--- src/rtl/mram_arb_pkg.sv ---
// mram_arb_pkg
//   Shared types and defaults for the MRAM Port A arbiter.
//   - arb_state_e : arbiter FSM states (IDLE, own conv, own system)
//   - owner_e     : requester encoding. The value is also the bit index into
//                   the two-entry request/grant vectors of mram_arb_rr2.
//   - DEF_*       : default parameter values for the top level
package mram_arb_pkg;

    localparam int DEF_ADDR_WIDTH = 10;
    localparam int DEF_DATA_WIDTH = 32;
    localparam int DEF_MAX_BURST  = 16;
    localparam int WE_WIDTH       = 4;
    // Cycles from a system read grant to its response.
    localparam int RD_STAGES      = 2;

    typedef enum logic [1:0] {
        ST_IDLE  = 2'd0,
        ST_OWN_C = 2'd1,
        ST_OWN_S = 2'd2
    } arb_state_e;

    typedef enum logic {
        OWNER_C = 1'b0,
        OWNER_S = 1'b1
    } owner_e;

    // Requester that should be favoured after 'who' has been served.
    function automatic owner_e other_owner(input owner_e who);
        return (who == OWNER_C) ? OWNER_S : OWNER_C;
    endfunction

endpackage

--- src/rtl/mram_arb_rr2.sv ---
// mram_arb_rr2
//   Two-way round-robin selector, purely combinational.
//   Ports:
//     req [1:0] : requests, index = owner_e (0 = conv, 1 = system)
//     ptr       : requester favoured when both request
//     gnt [1:0] : one-hot grant (all zero when no request)
module mram_arb_rr2
    import mram_arb_pkg::*;
(
    input  logic [1:0] req,
    input  owner_e     ptr,
    output logic [1:0] gnt
);

    logic fav_s;

    assign fav_s = (ptr == OWNER_S);

    // A requester wins if it is favoured or if the other one is idle.
    assign gnt[0] = req[0] & (~fav_s | ~req[1]);
    assign gnt[1] = req[1] & ( fav_s | ~req[0]);

endmodule

--- src/rtl/mram_porta_arbiter.sv ---
// mram_porta_arbiter
//   Shares MRAM Port A between the conv engine (write-only) and the RISC-V
//   system port (read/write). Grants are combinational on the request cycle;
//   the granted beat is registered onto MRAM_PORTA_* one cycle later, and a
//   system read returns on s_rdata/s_rvalid two cycles after its grant.
//   A requester holding x_lock keeps the port for up to MAX_BURST beats.
//   Ports:
//     clk, reset                 : clock, async active-high reset
//     c_req/c_lock/c_addr/...    : conv engine beat request, c_gnt accept
//     s_req/s_lock/s_addr/...    : system beat request, s_gnt accept,
//                                  s_rdata/s_rvalid read response
//     MRAM_PORTA_en/addr/wdata/we: registered memory drive
//     MRAM_PORTA_rdata           : memory readback, one cycle after en
module mram_porta_arbiter
    import mram_arb_pkg::*;
#(
    parameter int ADDR_WIDTH = DEF_ADDR_WIDTH,
    parameter int DATA_WIDTH = DEF_DATA_WIDTH,
    parameter int MAX_BURST  = DEF_MAX_BURST
) (
    input  logic                  clk,
    input  logic                  reset,

    input  logic                  c_req,
    input  logic                  c_lock,
    input  logic [ADDR_WIDTH-1:0] c_addr,
    input  logic [DATA_WIDTH-1:0] c_wdata,
    input  logic [WE_WIDTH-1:0]   c_we,
    output logic                  c_gnt,

    input  logic                  s_req,
    input  logic                  s_lock,
    input  logic [ADDR_WIDTH-1:0] s_addr,
    input  logic [DATA_WIDTH-1:0] s_wdata,
    input  logic [WE_WIDTH-1:0]   s_we,
    output logic                  s_gnt,
    output logic [DATA_WIDTH-1:0] s_rdata,
    output logic                  s_rvalid,

    output logic                  MRAM_PORTA_en,
    output logic [ADDR_WIDTH-1:0] MRAM_PORTA_addr,
    output logic [DATA_WIDTH-1:0] MRAM_PORTA_wdata,
    output logic [WE_WIDTH-1:0]   MRAM_PORTA_we,
    input  logic [DATA_WIDTH-1:0] MRAM_PORTA_rdata
);

    localparam int CNT_W = $clog2(MAX_BURST + 1);

    arb_state_e           state_q, state_d;
    owner_e               ptr_q, ptr_d;
    logic [CNT_W-1:0]     cnt_q, cnt_d, cnt_inc;
    logic [1:0]           rr_req, rr_gnt;
    logic                 locked;
    logic                 rd_issue;
    logic [RD_STAGES:1]   rd_vld_pipe;

    // Ownership only excludes the other side while the owner keeps its lock
    // asserted. Once the lock drops, the same cycle is arbitrated normally so
    // the other requester can be served without an idle bubble.
    assign locked = ((state_q == ST_OWN_C) && c_lock) ||
                    ((state_q == ST_OWN_S) && s_lock);

    assign rr_req  = {s_req, c_req};
    assign cnt_inc = cnt_q + CNT_W'(1);

    mram_arb_rr2 u_rr (
        .req (rr_req),
        .ptr (ptr_q),
        .gnt (rr_gnt)
    );

    // ---------------- state register ----------------
    always_ff @(posedge clk or posedge reset) begin
        if (reset) begin
            state_q <= ST_IDLE;
            ptr_q   <= OWNER_C;
            cnt_q   <= '0;
        end else begin
            state_q <= state_d;
            ptr_q   <= ptr_d;
            cnt_q   <= cnt_d;
        end
    end

    // ---------------- next state ----------------
    always_comb begin
        state_d = state_q;
        cnt_d   = cnt_q;
        ptr_d   = ptr_q;

        // Pointer always favours whoever was not served last, so leaving a
        // burst automatically hands priority to the other side.
        if (c_gnt)
            ptr_d = other_owner(OWNER_C);
        else if (s_gnt)
            ptr_d = other_owner(OWNER_S);

        if (locked) begin
            if (c_gnt || s_gnt) begin
                if (cnt_inc == CNT_W'(MAX_BURST)) begin
                    state_d = ST_IDLE;
                    cnt_d   = '0;
                end else begin
                    cnt_d = cnt_inc;
                end
            end
        end else begin
            state_d = ST_IDLE;
            cnt_d   = '0;
            if (c_gnt && c_lock) begin
                state_d = ST_OWN_C;
                cnt_d   = CNT_W'(1);
            end else if (s_gnt && s_lock) begin
                state_d = ST_OWN_S;
                cnt_d   = CNT_W'(1);
            end
        end
    end

    // ---------------- grant outputs ----------------
    always_comb begin
        c_gnt = 1'b0;
        s_gnt = 1'b0;
        // Held low during reset so nothing is accepted while state is cleared.
        if (!reset) begin
            if (locked) begin
                c_gnt = (state_q == ST_OWN_C) && c_req;
                s_gnt = (state_q == ST_OWN_S) && s_req;
            end else begin
                c_gnt = rr_gnt[0];
                s_gnt = rr_gnt[1];
            end
        end
    end

    // ---------------- Port A drive and read tags ----------------
    assign rd_issue = s_gnt && (s_we == '0);

    always_ff @(posedge clk or posedge reset) begin
        if (reset) begin
            MRAM_PORTA_en    <= 1'b0;
            MRAM_PORTA_addr  <= '0;
            MRAM_PORTA_wdata <= '0;
            MRAM_PORTA_we    <= '0;
            rd_vld_pipe      <= '0;
        end else begin
            MRAM_PORTA_en <= c_gnt || s_gnt;
            if (c_gnt) begin
                MRAM_PORTA_addr  <= c_addr;
                MRAM_PORTA_wdata <= c_wdata;
                MRAM_PORTA_we    <= c_we;
            end else if (s_gnt) begin
                MRAM_PORTA_addr  <= s_addr;
                MRAM_PORTA_wdata <= s_wdata;
                MRAM_PORTA_we    <= s_we;
            end else begin
                // addr/wdata hold to avoid toggling the macro inputs
                MRAM_PORTA_we    <= '0;
            end
            // Tag shift runs regardless of FSM state so reads in flight
            // complete across ownership changes.
            rd_vld_pipe <= {rd_vld_pipe[RD_STAGES-1:1], rd_issue};
        end
    end

    // Memory data is valid the cycle after en is sampled, which lines up
    // with the last tag stage; gate it so s_rdata is zero otherwise.
    assign s_rvalid = rd_vld_pipe[RD_STAGES];
    assign s_rdata  = s_rvalid ? MRAM_PORTA_rdata : '0;

endmodule
--- config.mk ---
export PLATFORM = sky130hd
export DESIGN_NAME = mram_porta_arbiter
export DESIGN_NICKNAME = d
export VERILOG_FILES = /design/src/rtl/mram_arb_pkg.sv /design/src/rtl/mram_arb_rr2.sv /design/src/rtl/mram_porta_arbiter.sv
export SDC_FILE = /design/constraint.sdc
export NUM_CORES = 1
export LEC_CHECK = 0
export ABC_AREA = 1
export CORE_UTILIZATION = 38
export DETAILED_ROUTE_END_ITERATION = 10
export HOLD_SLACK_MARGIN = 0.02
export PLACE_DENSITY = 0.87
export SKIP_LAST_GASP = 1
export SLEW_MARGIN = 20
export SYNTH_ARGS = -nofsm -noshare
export SYNTH_HDL_FRONTEND = slang
export SYNTH_SLANG_ARGS = --single-unit
--- constraint.sdc ---
create_clock -name clk -period 3.6 [get_ports clk]
set_input_delay 0.72 -clock clk [delete_from_list [all_inputs] [get_ports clk]]
set_output_delay 0.72 -clock clk [all_outputs]
set_load 0.005 [all_outputs]
== Word level (Yosys, flattened, before mapping) ==
Index checks and enable logic that the tools add are counted.

* $add $sub $neg: 1
* Eq/ne operators: 5
* Muxes and demuxes: 23
* Bitwise gates (word level): 7
* Reduce and logical (&&, ||, !) cells: 12

{| class="wikitable"
|+ Operator list
! operator !! count
|-
| 32-bit 2-to-1 mux || 3
|-
| 10-bit 2-to-1 mux || 2
|-
| 5-bit 2-to-1 mux || 3
|-
| 2-bit 2-to-1 mux || 5
|-
| 1-bit 2-to-1 mux || 8
|-
| 4-bit 2-to-1 mux || 2
|-
| 1-bit logical AND || 7
|-
| 5-bit by 1-bit adder with 5-bit output, second input constant || 1
|-
| 5-bit == test, second input constant || 1
|-
| 4-bit zero test || 1
|-
| 2-bit by 1-bit inequality test with 1-bit output, second input constant || 2
|-
| 1-bit NOT || 3
|-
| 1-bit AND || 2
|-
| 2-bit by 1-bit == test with 1-bit output, second input constant || 1
|-
| 2-bit == test, second input constant || 1
|-
| 1-bit logical OR || 2
|-
| 1-bit bitwise OR || 2
|-
| 2-bit AND reduction || 1
|-
| 2-bit nonzero test || 1
|}

* Register bits after elaboration: 57
* Output and inout port bits: 82
* Word-level logic and storage cells: 56

== Depth between registers and ports, before layout ==
* Depth after elaboration: 9
* Gate-level depth with buffers: 11

== Hierarchy ==
From an unflattened synthesis, not the netlist that was laid out.

* Cell total of the unflattened synthesis: 397
* Area total of the unflattened synthesis: 2947.8 sq um

{| class="wikitable"
|+ Modules (own cells, without submodules)
! module !! instances !! cells an instance !! area an instance (sq um) !! seq. area each (sq um)
|-
| mram_porta_arbiter || 1 || 392 || 2927.8 || 1426.4
|-
| mram_arb_rr2 || 1 || 5 || 20.0 || 0.0
|}

== Worst setup path after synthesis ==
Ideal clock, no wire load.

* Kind: input-to-output
* Start point: in s_req
* End point: out s_gnt
* Data arrival time: 1.267 ns
* Slack: 1.613 ns
* Stages: 5
* Path buffers: 1
* Cells stage by stage: inv_1 nor2_1 nand2_2 nor2_2 buf_2

* Longest elaborated chain between the ends: 3
* Elaborated cells between the ends (all ways): 4
* Classes of those cells: mux: 2; bitwise: 1; reduce/logical: 1

{| class="wikitable"
|+ RTL lines
! what !! line !! text
|-
| start, declared || mram_porta_arbiter.sv:31 || <nowiki>input logic s_req,</nowiki>
|-
| 1-bit AND or 1-bit logical AND (tied branches) || mram_arb_rr2.sv:21, mram_porta_arbiter.sv:128 ||
|-
| 1-bit 2-to-1 mux * || mram_porta_arbiter.sv:126 || <nowiki>if (locked) begin</nowiki>
|-
| 1-bit 2-to-1 mux * || mram_porta_arbiter.sv:125 || <nowiki>if (!reset) begin</nowiki>
|-
| end, declared || mram_porta_arbiter.sv:36 || <nowiki>output logic s_gnt,</nowiki>
|}

Every way passes the cells marked *; elsewhere a longest branch is shown, timed or not.

== Final worst setup path ==
* Start point: in reset
* End point: out c_gnt

* Longest elaborated chain between the ends: 1

{| class="wikitable"
|+ RTL lines
! what !! line !! text
|-
| start, declared || mram_porta_arbiter.sv:22 || <nowiki>input logic reset,</nowiki>
|-
| 1-bit 2-to-1 mux || mram_porta_arbiter.sv:125 ||
|-
| end, declared || mram_porta_arbiter.sv:29 || <nowiki>output logic c_gnt,</nowiki>
|}

No other way between the ends.

==> impl_metrics.yaml <==
status:
  outcome: "complete, no violations"
floorplanning:
  die_height_um: 90.3
  die_w_um: 90.3
  start_util: 0.400
  pin_count: 212
  num_rows: 31
  coreArea_mm2: 0.00741
  fp.dieArea_mm2: 0.00815
synth:
  postSynthAreaPerCell_um2: 7.51
  yosys_register_bits: 57
  netlist_area_mm2: 0.00296
  yosys_warnings: 0
  synth-edff-count: 0
  async_reset_ff_frac: 1.00
  postSynthCellCount: 394
  seq_area_frac_synth: 0.482
  synth.net_count: 525
  ys.flop_type: "dfrtp_1"
  synth_area_leaders: "dfrtp_1 (48%), nand2_1 (16%), nand3_1 (14%)"
  synth_top_cell_by_area: "dfrtp_1"
  synth_top_area_frac: 0.482
  synth_cell_types: 21
pwr:
  combPwrFrac: 0.281
  leakage_nw: 2.55
  p_sw_mw: 0.564
  fin_total_pwr_mw: 2.17
  p_int_mw: 1.61
  power_frac_clock: 0.342
  powerDensity_mw_per_mm2: 407
  switching_share: 0.260
  p_seq_frac: 0.377
  peakVddDrop_mv: 0.302
critical_path:
  worst-setup-path-type: "primary input to primary output"
  r2r_end: "cnt_q[1]"
  cp_data_arrival_time_ns: 2.28
  startpoint: "reset"
  crit_fanout: 24
  cp.required_ns: 2.88
  rr_worst_depth: 9
  cp-start-kind: "primary input"
  rr_startpoint: "state_q[1]"
  regToRegSetupSlack_ns: 1.33
  end_kind: "primary output"
  cp-endpoint: "c_gnt"
detailed_routing:
  post_drt_wl_per_cell_um: 15.3
  drt-pass1-iter-count: 5
  ant_nets: 0
  drt_iter0_drc: 192
  drc: 0
  wirelength_um: 10700
  num_vias: 3509
  vias_per_cell: 5.00
timing:
  holdWs_ns: 0.367
  worst_pin_slew_ns: 0.917
  skew_ns: 0.00788
  min_period_over_period: 0.835
  timing.final.ws_setup_ns: 0.595
  hold_violations: 0
  period_needed_ns: 3.00
  setup_viol: 0
  finalSetupTns_ns: 0
  slew_violations: 0
  rsz0062_at_grt: "false"
  fmax_mhz: 333
  relSlewSlack: 0.389
worst_hold_path:
  hp-class: "flip-flop to flip-flop"
final_layout:
  fin_nets: 729
  syn_to_final_growth_pct: 80.2
  fin_cells: 702
  final_common_cell: "clkdlybuf4s50_1"
  drive_gt1_frac: 0.0680
  n_fill_cell: 556
  mostFrequentLayoutCells: "clkdlybuf4s50_1 (211), nand2_1 (126), nand3_1 (82)"
  antenna_cells: 0
clocking:
  clk_pin_slew_worst_paths_ns: 0.06
  cts_setup_buffers: 0
  cts-root-buf: "clkbuf_8"
  htree_levels: 3
  clk_latency_ns: 0.33
  cts-buffers-inserted: 9
  ctsHoldBuffers: 0
  clkSinkCount: 57
  post_cts_resized: 0
  cts_buffer_depth: 2
  cts_tree: "built"
global_route:
  grt_pass1_vias: 3446
  grt-ovfl-total: 0
  antenna_found_initial: 0
  track_usage: 0.270
  grt_max_degree: 58
  grt_first_pass_wirelength_um: 17300
placement:
  hpwl_um: 8030
  dpl.cell_count: 686
  globalplace.congestion: 0.887
  io_buffers: 211
  dp_slack_ns: 0.587
job:
  drv_cap: 0
[per-stage QoR]
step	cell area (um2)	util
2_1_floorplan	2960	-
6_report	5340	0.720
3_3_place_gp	5090	0.687
5_1_grt	5340	0.720
3_5_place_dp	5090	0.687
4_1_cts	5340	0.720
[how the worst min path moves through the flow]
stage | startpoint | end | slack, ns | depth (start not counted)
after global placement | rd_vld_pipe[1] | rd_vld_pipe[2] | 0.34 | 0
final | rd_vld_pipe[1] | rd_vld_pipe[2] | 0.37 | 0
after floorplan | rd_vld_pipe[1] | rd_vld_pipe[2] | 0.33 | 0
after global routing | rd_vld_pipe[1] | rd_vld_pipe[2] | 0.39 | 0
after CTS | rd_vld_pipe[1] | rd_vld_pipe[2] | 0.37 | 0
after detailed placement | rd_vld_pipe[1] | rd_vld_pipe[2] | 0.35 | 0
[metal layers]
| layer | vias to the layer above | global-route usage | wire length, um |
|---|---|---|---|
| li1 | 1648 | - | - |
| met1 | 1660 | 0.296 | 3840 |
| met2 | 172 | 0.495 | 5760 |
| met3 | 29 | 0.0690 | 799 |
| met4 | 0 | 0.105 | 342 |
| met5 | - | 0 | 0 |
[area by class of cell]
type / count / area, um2 / area share
Timing Repair Buffer: 215 / 2140 / 0.401
Sequential cell: 57 / 1430 / 0.267
Multi-Input combinational cell: 265 / 1210 / 0.227
Inverter: 50 / 188 / 0.0352
Clock buffer: 11 / 141 / 0.0265
Tap cell: 99 / 124 / 0.0232
Clock inverter: 5 / 103 / 0.0192
[logic make-up (layout without fill, tap and decap cells)]
kind of cell | count (synthesis) | after routing | share of synthesized area
AO/OA/AOI/OAI | 23 | 23 | 0.0423
buffers and inverters | 72 | 281 | 0.109
AND/OR/NAND/NOR | 241 | 241 | 0.363
flip-flops | 57 | 57 | 0.482
adder cells (fa/ha/maj) | 1 | 1 | 0.00423
[registers in the layout (all words and copies together), names as in the netlist]
register and count:
MRAM_PORTA_addr 10, MRAM_PORTA_en 1, MRAM_PORTA_wdata 32, MRAM_PORTA_we 4
cnt_q 5, ptr_q 1, rd_vld_pipe 2, state_q 2
[worst max-delay path, cell delays in order]
cell and delay, ns:
clkdlybuf4s50_1 0.47, nor2_1 0.15, nand2_1 0.08, inv_2 0.08, nand2_4 0.17, inv_2 0.10
clkdlybuf4s50_1 0.52
[power groups by stage]
stage          Clock (mW)  Sequential, mW  Combinational (mW)
4_1_cts             0.747           0.819               0.616
6_report            0.742           0.819               0.610
5_1_grt             0.782           0.832               0.658
3_5_place_dp            0           0.829               0.612
3_3_place_gp            0           0.827               0.598
2_1_floorplan           0           0.834               0.196
[Yosys cell counts (2+ instances only)]
cell / instances
a22o_1: 2
nor2_1: 13
inv_1: 46
inv_2: 4
o21ai_0: 11
nand2_2: 12
buf_6: 4
nand4_1: 2
nand2_1: 126
nand3_1: 82
clkbuf_1: 4
buf_4: 2
dfrtp_1: 57
nand3_2: 3
a21oi_1: 9
buf_2: 12
Power figures use the tool's default switching activity.
